**config.mk**
```make
export PLATFORM = sky130hd
export DESIGN_NAME = score_bcd_converter
export DESIGN_NICKNAME = d
export VERILOG_FILES = /design/src/rtl/score_bcd_converter.sv
export SDC_FILE = /design/constraint.sdc
export NUM_CORES = 1
export LEC_CHECK = 0
export CAP_MARGIN = 20
export CELL_PAD_IN_SITES_DETAIL_PLACEMENT = 0
export CELL_PAD_IN_SITES_GLOBAL_PLACEMENT = 1
export CORE_ASPECT_RATIO = 0.9
export CORE_MARGIN = 4
export CORE_UTILIZATION = 45
export CTS_BUF_LIST = sky130_fd_sc_hd__clkbuf_8 sky130_fd_sc_hd__clkbuf_16
export CTS_CLUSTER_DIAMETER = 80
export DETAILED_ROUTE_END_ITERATION = 16
export GPL_TIMING_DRIVEN = 1
export PLACE_DENSITY = 0.86
export SLEW_MARGIN = 20
export SYNTH_ARGS = -nofsm -noshare
export SYNTH_HDL_FRONTEND = slang
export SYNTH_SLANG_ARGS = --single-unit
export TNS_END_PERCENT = 10
```
**constraint.sdc**
```tcl
create_clock -name clk -period 4.2 [get_ports clk]
set_clock_uncertainty 0.15 [all_clocks]
set_input_delay 0.42 -clock clk [delete_from_list [all_inputs] [get_ports clk]]
set_output_delay 0.42 -clock clk [all_outputs]
set_load 0.05 [all_outputs]
```
**src/rtl/score_bcd_converter.sv**
```systemverilog
// score_bcd_converter
// Sequential binary-to-BCD converter for the on-screen score. It uses a
// shift-and-add-3 (double-dabble) engine that consumes one input bit per clock.
// The four digit outputs are loaded together on the final iteration, so the
// renderer only ever sees complete results.
//
// Handshake: ready is high exactly while the FSM is IDLE. A conversion is
// accepted on a rising edge where ready=1 and start=1, and `in` is sampled on
// that same edge only. start is ignored while busy. done_tick pulses high for
// one cycle, together with the new digits, 14 edges after acceptance.
module score_bcd_converter #(
   parameter int MAX_VALUE = 9999
) (
   input  logic        clk,
   input  logic        reset,
   input  logic        start,
   input  logic [13:0] in,
   output logic        ready,
   output logic        done_tick,
   output logic [3:0]  bcd3,
   output logic [3:0]  bcd2,
   output logic [3:0]  bcd1,
   output logic [3:0]  bcd0,
   output logic        dbg_state
);

   typedef enum logic {
      S_IDLE = 1'b0,
      S_OP   = 1'b1
   } state_t;

   localparam logic [13:0] MAX_CLAMP = 14'(MAX_VALUE);
   localparam logic [3:0]  N_BITS    = 4'd14;

   state_t      r_state;
   state_t      w_state_next;
   logic        w_load;
   logic        w_last;

   logic [13:0] r_bin_work;
   logic [15:0] r_bcd_work;
   logic [3:0]  r_n;
   logic [3:0]  r_bcd3;
   logic [3:0]  r_bcd2;
   logic [3:0]  r_bcd1;
   logic [3:0]  r_bcd0;
   logic        r_done_tick;

   logic [13:0] w_in_clamped;
   logic [15:0] w_bcd_adj;
   logic [29:0] w_shifted;

   // State register
   always_ff @(posedge clk or posedge reset) begin
      if (reset) begin
         r_state <= S_IDLE;
      end else begin
         r_state <= w_state_next;
      end
   end

   // Next-state logic and control strobes
   always_comb begin
      w_state_next = r_state;
      w_load       = 1'b0;
      w_last       = 1'b0;
      case (r_state)
         S_IDLE: begin
            if (start) begin
               w_load       = 1'b1;
               w_state_next = S_OP;
            end
         end
         S_OP: begin
            if (r_n == 4'd1) begin
               w_last       = 1'b1;
               w_state_next = S_IDLE;
            end
         end
         default: begin
            w_state_next = S_IDLE;
         end
      endcase
   end

   // Clamp the incoming score so the result always fits in four digits
   always_comb begin
      w_in_clamped = (in > MAX_CLAMP) ? MAX_CLAMP : in;
   end

   // Add-3 adjust on every digit that is 5 or more, digits independent
   always_comb begin
      w_bcd_adj = r_bcd_work;
      for (int d = 0; d < 4; d++) begin
         if (r_bcd_work[d*4 +: 4] >= 4'd5) begin
            w_bcd_adj[d*4 +: 4] = r_bcd_work[d*4 +: 4] + 4'd3;
         end
      end
      w_shifted = {w_bcd_adj, r_bin_work} << 1;
   end

   // Working registers: load on accept, shift once per OP cycle
   always_ff @(posedge clk or posedge reset) begin
      if (reset) begin
         r_bin_work <= '0;
         r_bcd_work <= '0;
         r_n        <= '0;
      end else if (w_load) begin
         r_bin_work <= w_in_clamped;
         r_bcd_work <= '0;
         r_n        <= N_BITS;
      end else if (r_state == S_OP) begin
         r_bin_work <= w_shifted[13:0];
         r_bcd_work <= w_shifted[29:14];
         r_n        <= r_n - 4'd1;
      end
   end

   // Output digits and completion pulse, updated only on the final iteration
   always_ff @(posedge clk or posedge reset) begin
      if (reset) begin
         r_bcd3      <= '0;
         r_bcd2      <= '0;
         r_bcd1      <= '0;
         r_bcd0      <= '0;
         r_done_tick <= 1'b0;
      end else begin
         r_done_tick <= 1'b0;
         if (w_last) begin
            r_bcd3      <= w_shifted[29:26];
            r_bcd2      <= w_shifted[25:22];
            r_bcd1      <= w_shifted[21:18];
            r_bcd0      <= w_shifted[17:14];
            r_done_tick <= 1'b1;
         end
      end
   end

   assign ready     = (r_state == S_IDLE);
   assign done_tick = r_done_tick;
   assign bcd3      = r_bcd3;
   assign bcd2      = r_bcd2;
   assign bcd1      = r_bcd1;
   assign bcd0      = r_bcd0;
   assign dbg_state = r_state;

endmodule

```
Word-level counts from Yosys, hierarchy flattened
Cells that the tools add are included.
Widths: inputs -> output; s select.
Storage, ports and cells
  input bits: 17
  output and inout bits: 19
  logic and storage cells: 40
  register bits: 52
Operators by class
  bitwise logic cells: 1
  add/subtract/negate cells: 5
  equality and inequality tests: 1
  $lt $le $gt $ge: 5
  reductions and logical operators: 1
  muxes and demuxes: 18
Operator list (number)
  $mux 14: 3
  $mux 16: 2
  $mux 4: 5
  $ge 4x3->1 const B: 4
  $gt 14x14->1 const B: 1
  $add 4x2->4 const B: 3
  $mux 1: 6
  $eq 4x1->1 const B: 1
  $sub 4x1->4 const B: 1
  $add 3x2->3 const B: 1
  $mux 3: 1
  $pmux 1 s2: 1
  $reduce_bool 2->1: 1
  $not 1->1: 1

Depth between registers and ports, before layout
Gate-level depths: netlist of run 1.
  word-level depth: 4
  depth in mapped cells: 7
  mapped depth without buffers: 6

Least setup slack after synthesis of run 1
OpenSTA, ideal clock, no wires.
  kind: reg-to-output
  start: reg r_state (netlist: dbg_state)
  end: out ready
  slack: 2.339 ns
  arrival time: 1.291 ns
  buffers on the path: 1
  stages on the path, launching flop included: 3
  cells stage by stage: dfrtp_1 clkinv_1 buf_2
On the way
  word-level cells in the longest chain between the ends: 1
RTL lines
  start, declared: line 35  | state_t r_state;
  start signal, assigned: line 58  | r_state <= w_state_next;
  $not 1->1
  end, declared: line 18  | output logic ready,
Every way passes these cells.

Final worst setup path of run 1
  start: reg r_state (netlist: dbg_state)
  end: out dbg_state
RTL lines
  end, declared: line 24  | output logic dbg_state
No word-level cell between the ends.

==> flow_summary.ini, run 1 <==
[status]
status = finished, final reports clean

[die]
die_x_microns = 87.45
start_util = 0.4751
die_h_microns = 79.50
ios = 36
dieArea_sq_um = 6952
num_rows = 25
coreArea_sq_um = 5380

[clock_network]
clockRootBuffer = clkbuf_8
clock-sinks = 52
cts_hold_buf = 0
htreeDepth = 2
cts_setup_buffers = 0
cts_buffer_depth = 2
clk_pin_slew_ns = 0.09
cts_made_buffers = 5
cts_tree = yes
clock_latency_ns = 0.31
ctsResizeCount = 0

[critical_path]
timing_worst_setup_path_type = flip-flop to output pin
cpPeakStageDelay_ns = 0.90
cp_top_family = buffers and inverters
worstPathCellList = buf_4 -> clkdlybuf4s50_1
cp_num_cells = 2
arrival_ns = 2.07
crit_buf_inv = 2
cp-end-kind = output pin
cp_max_fo = 48
crit_slowest_cell = clkdlybuf4s50_1
rr_worst_depth = 4
cp-start-kind = flip-flop
worstPathRequired_ns = 3.63

[global_routing]
grt_pass1_wl_mm = 9.135
grt_max_degree = 49
grt_pass1_vias = 1962
antenna_found_initial = 0
grtUsageTotal = 0.1665
gr-total-overflow = 0

[cells_and_area]
fin_util = 0.5760
area_growth_pct = 21.24
drive_gt1_frac = 0.1031
antenna_cells = 0
final_nets = 317

[placement]
placement.io_buffers = 35
hpwl_mm = 3.436
gp_congestion = 0.8318

[synthesis]
yosysMostFrequentCell = dfrtp_1
synth_top_cell_by_area = dfrtp_1
synth_fp_nets = 282
synthArstFlopShare = 1.000
synth_cell_types = 38
synth-edff-count = 0
yosys-top-cells-area = dfrtp_1, ha_1, nand2_1, a21oi_1, o21ai_0
synth_warnings = 0
synth_top_flop_cell = dfrtp_1
synth_cells = 255
synth_seq_cells = 52
avgSynthCellArea_sq_um = 10.02
syn_area_sq_um = 2556
synth.top_cell.area_share = 0.5091
synth.cells.most_frequent = dfrtp_1, nand2_1, inv_1, a21oi_1, o21ai_0
yosysSeqAreaShare = 0.5091

[sta]
slew-limit-headroom = 0.3785
worst_pin_slew_ns = 0.9294
max_freq_ghz = 0.3784
finalHoldViolations = 0
fin_crit_ns = 2.643
min_period_over_period = 0.6293
grt_setup_unrepaired = false
setup_viol = 0
slew_viol_final = 0
tns_ns = 0

[drt]
vias = 1906
first_iter_violations = 87
wirelength_mm = 5.041
antenna_left = 0
firstDrtPassIters = 5
routedWlPerCell_microns = 14.08
routed_via_density = 5.324
drc = 0

[hold_path]
hp-class = primary input to asynchronous set/reset pin

[pwr]
p_leak_nw = 1.369
ir_worst_vdd_mv = 0.4996
powerDensity_nw_per_um2 = 875.5
power_w = 0.002713

[run]
cap_violations = 0
==> routing by layer <==
layer | track usage | share of wire | wire length (microns)
met5 | 0 | 0 | 0
met4 | 0.04755 | 0.011 | 54
met3 | 0.04438 | 0.054 | 271
met2 | 0.2575 | 0.45 | 2270
met1 | 0.2292 | 0.48 | 2444
==> layout by cell type, fill, tap and decap left out, types with 6 or more instances in the layout <==
master	Yosys	routed
nor3_1	7	7
nand2_1	26	26
dfrtp_1	52	52
o21ai_0	18	18
a21oi_1	19	19
inv_1	20	19
o22ai_1	7	7
ha_1	10	10
nor2_1	16	16
xnor2_1	6	6
clkdlybuf4s50_1	0	35
==> registers in the layout (all words and copies together) (netlist names) <==
| register | cells |
|---|---|
| r_bcd_work | 16 |
| r_bin_work | 14 |
| bcd0 | 4 |
| bcd1 | 4 |
| bcd2 | 4 |
| bcd3 | 4 |
| r_n | 4 |
| dbg_state | 1 |
| done_tick | 1 |
==> per-stage QoR <==
step	instances	setup WS, ns	hold slack [ns]	instance area (sq um)
after floorplan	255	2.339	0.2922	2556
after global placement	350	1.735	0.3051	2940
after detailed placement	350	1.727	0.3135	2940
after CTS	358	1.546	0.2751	3099
after global routing	358	1.437	0.2942	3099
final	358	1.557	0.2677	3099
==> layout make-up <==
class	instances	area, sq um
clock buffer	5	68.82
sequential	52	1301
timing repair buffer	38	372.9
inverter	22	87.58
fill	491	2281
tap	67	83.83
multi-input combinational	171	1095
clock inverter	3	90.09
==> worst paths after layout <==
kind                            startpoint       endpoint  slack [ns]
worst max-delay path             dbg_state      dbg_state        1.56
worst min-delay path                 reset        bcd0[3]        0.27
worst max register to register   dbg_state        bcd3[1]        2.11
worst min register to register     bcd0[0]        bcd0[0]        0.33
max in group asynchronous            reset  r_bcd_work[7]        2.85
min in group clk                   bcd0[0]        bcd0[0]        0.33
==> where the power goes <==
part | internal (W) | leakage [nW] | switching (W)
Sequential | 0.000739 | 0.643 | 0.000168
Combinational | 0.000548 | 0.648 | 0.000793
Clock | 0.000298 | 0.0784 | 0.000167
Total | 0.00158 | 1.37 | 0.00113
==> cells by family after synthesis <==
| family | share of synthesized area |
|---|---|
| simple gates | 0.1400 |
| compound gates | 0.1664 |
| flops | 0.5091 |
| buf+inv | 0.06265 |
| mux | 0.05237 |
| fa+ha+maj | 0.04895 |
| xor+xnor | 0.02056 |
Power figures use the tool's default switching activity.
==> run 2, diff against run 1 <==
Settings changed: CORE_UTILIZATION 45 to 42, PLACE_DENSITY 0.86 to 0.81.
Clock period 4.2 ns to 2.75 ns, I/O delays scaled along.
==> run 2 against run 1 <==
Non-clock buffer count grew 4. Via count shrank 0.68%. Global-route usage shrank 1.5 points. Register-to-register slack lost 1.1 ns. Power grew 44%. Critical path depth grew 2. Sequential share of layout area grew 0.32 points. Cell count grew 2.0%. Critical endpoint is now ready. Largest cell class unchanged. Highest routed layer unchanged.
==> flow_summary.ini, run 2 (same netlist as run 1, synthesis figures left out) <==
[die]
ios = 36
start_util = 0.4414
num_rows = 26
die_x_microns = 90.24
coreArea_sq_um = 5791
die_h_microns = 82.01
dieArea_sq_um = 7400

[placement]
gp_congestion = 0.8161
hpwl_mm = 3.779
dp_slack_ns = 0.6910
placement.io_buffers = 35

[critical_path]
crit_path_frequent_cell = buf_4
cp_max_fo = 22
cp_top_family = buffers and inverters
cp-start-kind = flip-flop
crit_buf_inv = 4
arrival_ns = 1.51
worstPathRequired_ns = 2.33
crit_slowest_cell = dfrtp_1
worstPathCellList = buf_4 -> clkinv_1 -> buf_4 -> buf_4
timing_worst_setup_path_type = flip-flop to output pin
cpPeakStageDelay_ns = 0.39
cp-end-kind = output pin

[sta]
tns_ns = 0
setup_viol = 0
min_period_over_period = 0.7025
finalHoldViolations = 0
hold_slack_ns = 0.1672
slew-limit-headroom = 0.6173
slew_viol_final = 0
max_freq_ghz = 0.5176
worst_pin_slew_ns = 0.5722
setup_ws_ns = 0.8180
grt_setup_unrepaired = false
fin_crit_ns = 1.932

[clock_network]
cts_hold_buf = 0
clock_latency_ns = 0.30
ctsResizeCount = 0
cts_setup_buffers = 0
cts_tree = yes
clockRootBuffer = clkbuf_8
clock-sinks = 52
cts_made_buffers = 5
clk_pin_slew_ns = 0.09
htreeDepth = 2
cts_buffer_depth = 2

[global_routing]
grt_pass1_wl_mm = 9.052
grt_pass1_vias = 1897
grtUsageTotal = 0.1518
gr-total-overflow = 0
antenna_found_initial = 0
grt_max_degree = 30

[cells_and_area]
area_growth_pct = 20.31
final_common_cell = dfrtp_1
antenna_cells = 0
final_nets = 321
most-common-layout-cells = dfrtp_1, clkdlybuf4s50_1, nand2_1
regMostFlops = r_bcd_work
drive_gt1_frac = 0.1186
largest_reg_flops = 16
fill_cells = 546
reg_top3 = r_bcd_work x16, r_bin_work x14

[drt]
antenna_left = 0
vias = 1893
routed_via_density = 5.186
wirelength_mm = 5.208
first_iter_violations = 103
routedWlPerCell_microns = 14.27
firstDrtPassIters = 4
drc = 0

[run]
cap_violations = 0

[pwr]
ir_worst_vdd_mv = 0.3453
p_leak_nw = 1.367
powerDensity_nw_per_um2 = 1271
power_w = 0.003909

[hold_path]
hp-class = primary input to asynchronous set/reset pin

[status]
status = finished, final reports clean
-- run 2: changes by cell type in the layout (fill, tap and decap cells not counted) --
cell / previous run / this run
clkdlybuf4s50_1: 35 / 33
clkinvlp_4: 0 / 1
buf_4: 3 / 8
inv_1: 19 / 20
clkbuf_8: 5 / 6
buf_12: 0 / 1
bufinv_16: 3 / 0
-- run 2: cell type report --
class	count	area, sq um	area share
clock inverter	2	11.26	0.003662
multi-input combinational	171	1095	0.3560
clock buffer	6	82.58	0.02685
sequential	52	1301	0.4231
inverter	22	87.58	0.02848
tap	70	87.58	0.02848
timing repair buffer	42	410.4	0.1334
-- run 2: worst paths after layout --
kind,cells after the start,start,endpoint,slack (ns)
setup / recovery,4,dbg_state,ready,0.82
hold / removal,2,reset,bcd1[0],0.17
setup reg to reg,5,r_n[1],bcd3[2],1.00
hold reg to reg,2,bcd0[0],bcd0[0],0.33
max in group asynchronous,3,reset,bcd3[3],1.67
min in group clk,2,bcd0[0],bcd0[0],0.33
-- run 2: power by group --
part | switching [W] | internal (W) | total (W)
Combinational | 0.00122 | 0.000859 | 0.00208
Sequential | 0.000255 | 0.00113 | 0.00138
Clock | 0.000246 | 0.000201 | 0.000448
-- run 2: metal layers --
| layer | GRT usage | vias to the layer above | routed length (microns) |
|---|---|---|---|
| met5 | 0 | - | 0 |
| met1 | 0.2010 | 896 | 2598 |
| li1 | - | 957 | - |
| met3 | 0.03297 | 5 | 211 |
| met2 | 0.2573 | 35 | 2353 |
| met4 | 0.03670 | 0 | 46 |
-- run 2: per-stage QoR --
| step | cells | cell area, sq um | utilization |
|---|---|---|---|
| 2_1_floorplan | 255 | 2556 | - |
| 3_3_place_gp | 357 | 2982 | 0.5149 |
| 3_5_place_dp | 357 | 2982 | 0.5149 |
| 4_1_cts | 365 | 3075 | 0.5311 |
| 5_1_grt | 365 | 3075 | 0.5311 |
| 6_report | 365 | 3075 | 0.5311 |
-- run 2: worst register-to-register path: stages (launching register included) --
cell,delay (ns)
dfrtp_1,0.40
inv_1,0.08
ha_1,0.15
nand3_2,0.25
clkinv_4,0.26
mux2_2,0.36
==> run 3, diff against run 2 <==
Clock period 2.75 ns to 1.86 ns, I/O delays scaled along.
==> run 3 against run 2 <==
Cell count rose by 0.27%. Critical path depth down 3. Clock-buffer cell count shrank 1. Register-to-register slack worse by 0.87 ns. Clock power grew 70%. Global-route usage rose by 0.067 points. Power rose by 49%. Core utilization grew 0.39 points. Via count grew 0.16%. Sequential power is 49% higher. Flip-flop and latch count did not move. Critical path type unchanged.
==> flow_summary.ini, run 3 (same netlist as run 1, synthesis figures left out) <==
[critical_path]
cp_max_fo = 2
rr_worst_depth = 5
cp_top_family = buffers and inverters
arrival_ns = 1.45
worstPathCellList = clkdlybuf4s50_1
cpPeakStageDelay_ns = 0.80
crit_buf_inv = 1
timing_worst_setup_path_type = flip-flop to output pin
crit_slowest_cell = clkdlybuf4s50_1
cp-start-kind = flip-flop
cp_num_cells = 1
worstPathRequired_ns = 1.52
cp-end-kind = output pin
r2r_slack_ns = 0.13

[pwr]
powerDensity_nw_per_um2 = 1885
p_seq_frac = 0.353
p_sw_frac = 0.4345
clkPwrFrac = 0.130
switchingPower_w = 0.002538
ir_worst_vdd_mv = 0.5347
p_leak_nw = 1.420
p_comb_frac = 0.517
intPower_w = 0.003303

[sta]
slew_viol_final = 0
setup_ws_ns = 0.07092
finalHoldViolations = 0
min_period_over_period = 0.9619
worst_pin_slew_ns = 0.5015
max_freq_ghz = 0.5589
fin_crit_ns = 1.789
setup_viol = 0
hold_slack_ns = 0.08319
grt_setup_unrepaired = false
slew-limit-headroom = 0.6651
tns_ns = 0

[hold_path]
hp-class = primary input to asynchronous set/reset pin

[placement]
hpwl_mm = 3.577
placement.io_buffers = 35
dp_slack_ns = 0.1295
gp_congestion = 0.8105

[global_routing]
grt_pass1_vias = 1814
gr-total-overflow = 0
grt_pass1_wl_mm = 8.907
grt_max_degree = 53
grtUsageTotal = 0.1524
antenna_found_initial = 0

[clock_network]
cts_setup_buffers = 0
cts_tree = yes
cts_made_buffers = 5
clock_latency_ns = 0.30
clock-sinks = 52
cts_hold_buf = 0
clk_pin_slew_ns = 0.09
clockRootBuffer = clkbuf_8
cts_buffer_depth = 2
htreeDepth = 2

[cells_and_area]
fill_cells = 541
largest_reg_flops = 16
reg_top3 = r_bcd_work x16, r_bin_work x14
final_common_cell = dfrtp_1
drive_gt1_frac = 0.1723
multi_input_area_sq_um = 1097
regMostFlops = r_bcd_work
area_growth_pct = 21.19
final_nets = 322
seqCellArea_sq_um = 1301
antenna_cells = 0
most-common-layout-cells = dfrtp_1, nand2_1, clkdlybuf4s50_1

[drt]
first_iter_violations = 74
routedWlPerCell_microns = 13.85
drc = 0
wirelength_mm = 5.070
routed_via_density = 5.180
antenna_left = 0
vias = 1896
firstDrtPassIters = 4

[die]
ios = 36
num_rows = 26
start_util = 0.4414
die_x_microns = 90.24
die_h_microns = 82.01
dieArea_sq_um = 7400
coreArea_sq_um = 5791

[status]
status = finished, final reports clean

[run]
cap_violations = 0
run 3: final timing paths:
kind                          startpoint            end
min in group clk                   in[0]  r_bin_work[0]
min reg2reg                      bcd0[1]        bcd0[1]
min                                reset        bcd1[3]
max                              bcd0[0]        bcd0[0]
max in group asynchronous          reset  r_bin_work[8]
max reg2reg                r_bcd_work[4]        bcd1[2]
run 3: power groups by stage:
stage / logic, W / registers [W] / clock network, W
2_1_floorplan: 0.00169 / 0.00263 / 0
3_3_place_gp: 0.00298 / 0.00207 / 0
3_5_place_dp: 0.00304 / 0.00208 / 0
4_1_cts: 0.00305 / 0.00207 / 0.000790
5_1_grt: 0.00335 / 0.00213 / 0.000853
6_report: 0.00302 / 0.00206 / 0.000760
run 3: layout make-up:
cell class                 instances  share of cell area
sequential                        52              0.4200
multi-input combinational        171              0.3542
timing repair buffer              43              0.1341
inverter                          22             0.02868
tap                               70             0.02827
clock buffer                       5             0.02221
clock inverter                     3             0.01252
run 3: metal layers:
layer,GRT usage,up-vias,routed length [microns]
li1,-,958,-
met3,0.04304,6,232
met5,0,-,0
met4,0.04587,0,62
met2,0.2394,35,2196
met1,0.2071,897,2579
run 3: timing repair:
item | 4_1_cts | 5_1_grt
setup endpoints to repair | 1 | 3
endpoints found under the hold margin | 0 | 0
resized for setup | 1 | 3
run 3: metrics by stage:
step                      cells  total power (W)  cell area (sq um)  utilization
after CTS                   366         0.005907               3093       0.5341
final                       366         0.005841               3098       0.5350
after global placement      358         0.005053               2984       0.5153
after detailed placement    358         0.005127               2984       0.5153
after floorplan             255         0.004320               2556            -
after global routing        366         0.006338               3098       0.5350
run 3: worst register-to-register path, stage by stage, from the launching register on:
cell and delay [ns]:
dfrtp_1 0.45, ha_1 0.23, nand2b_1 0.16, a21oi_2 0.19, mux2i_1 0.30, mux2_4 0.19
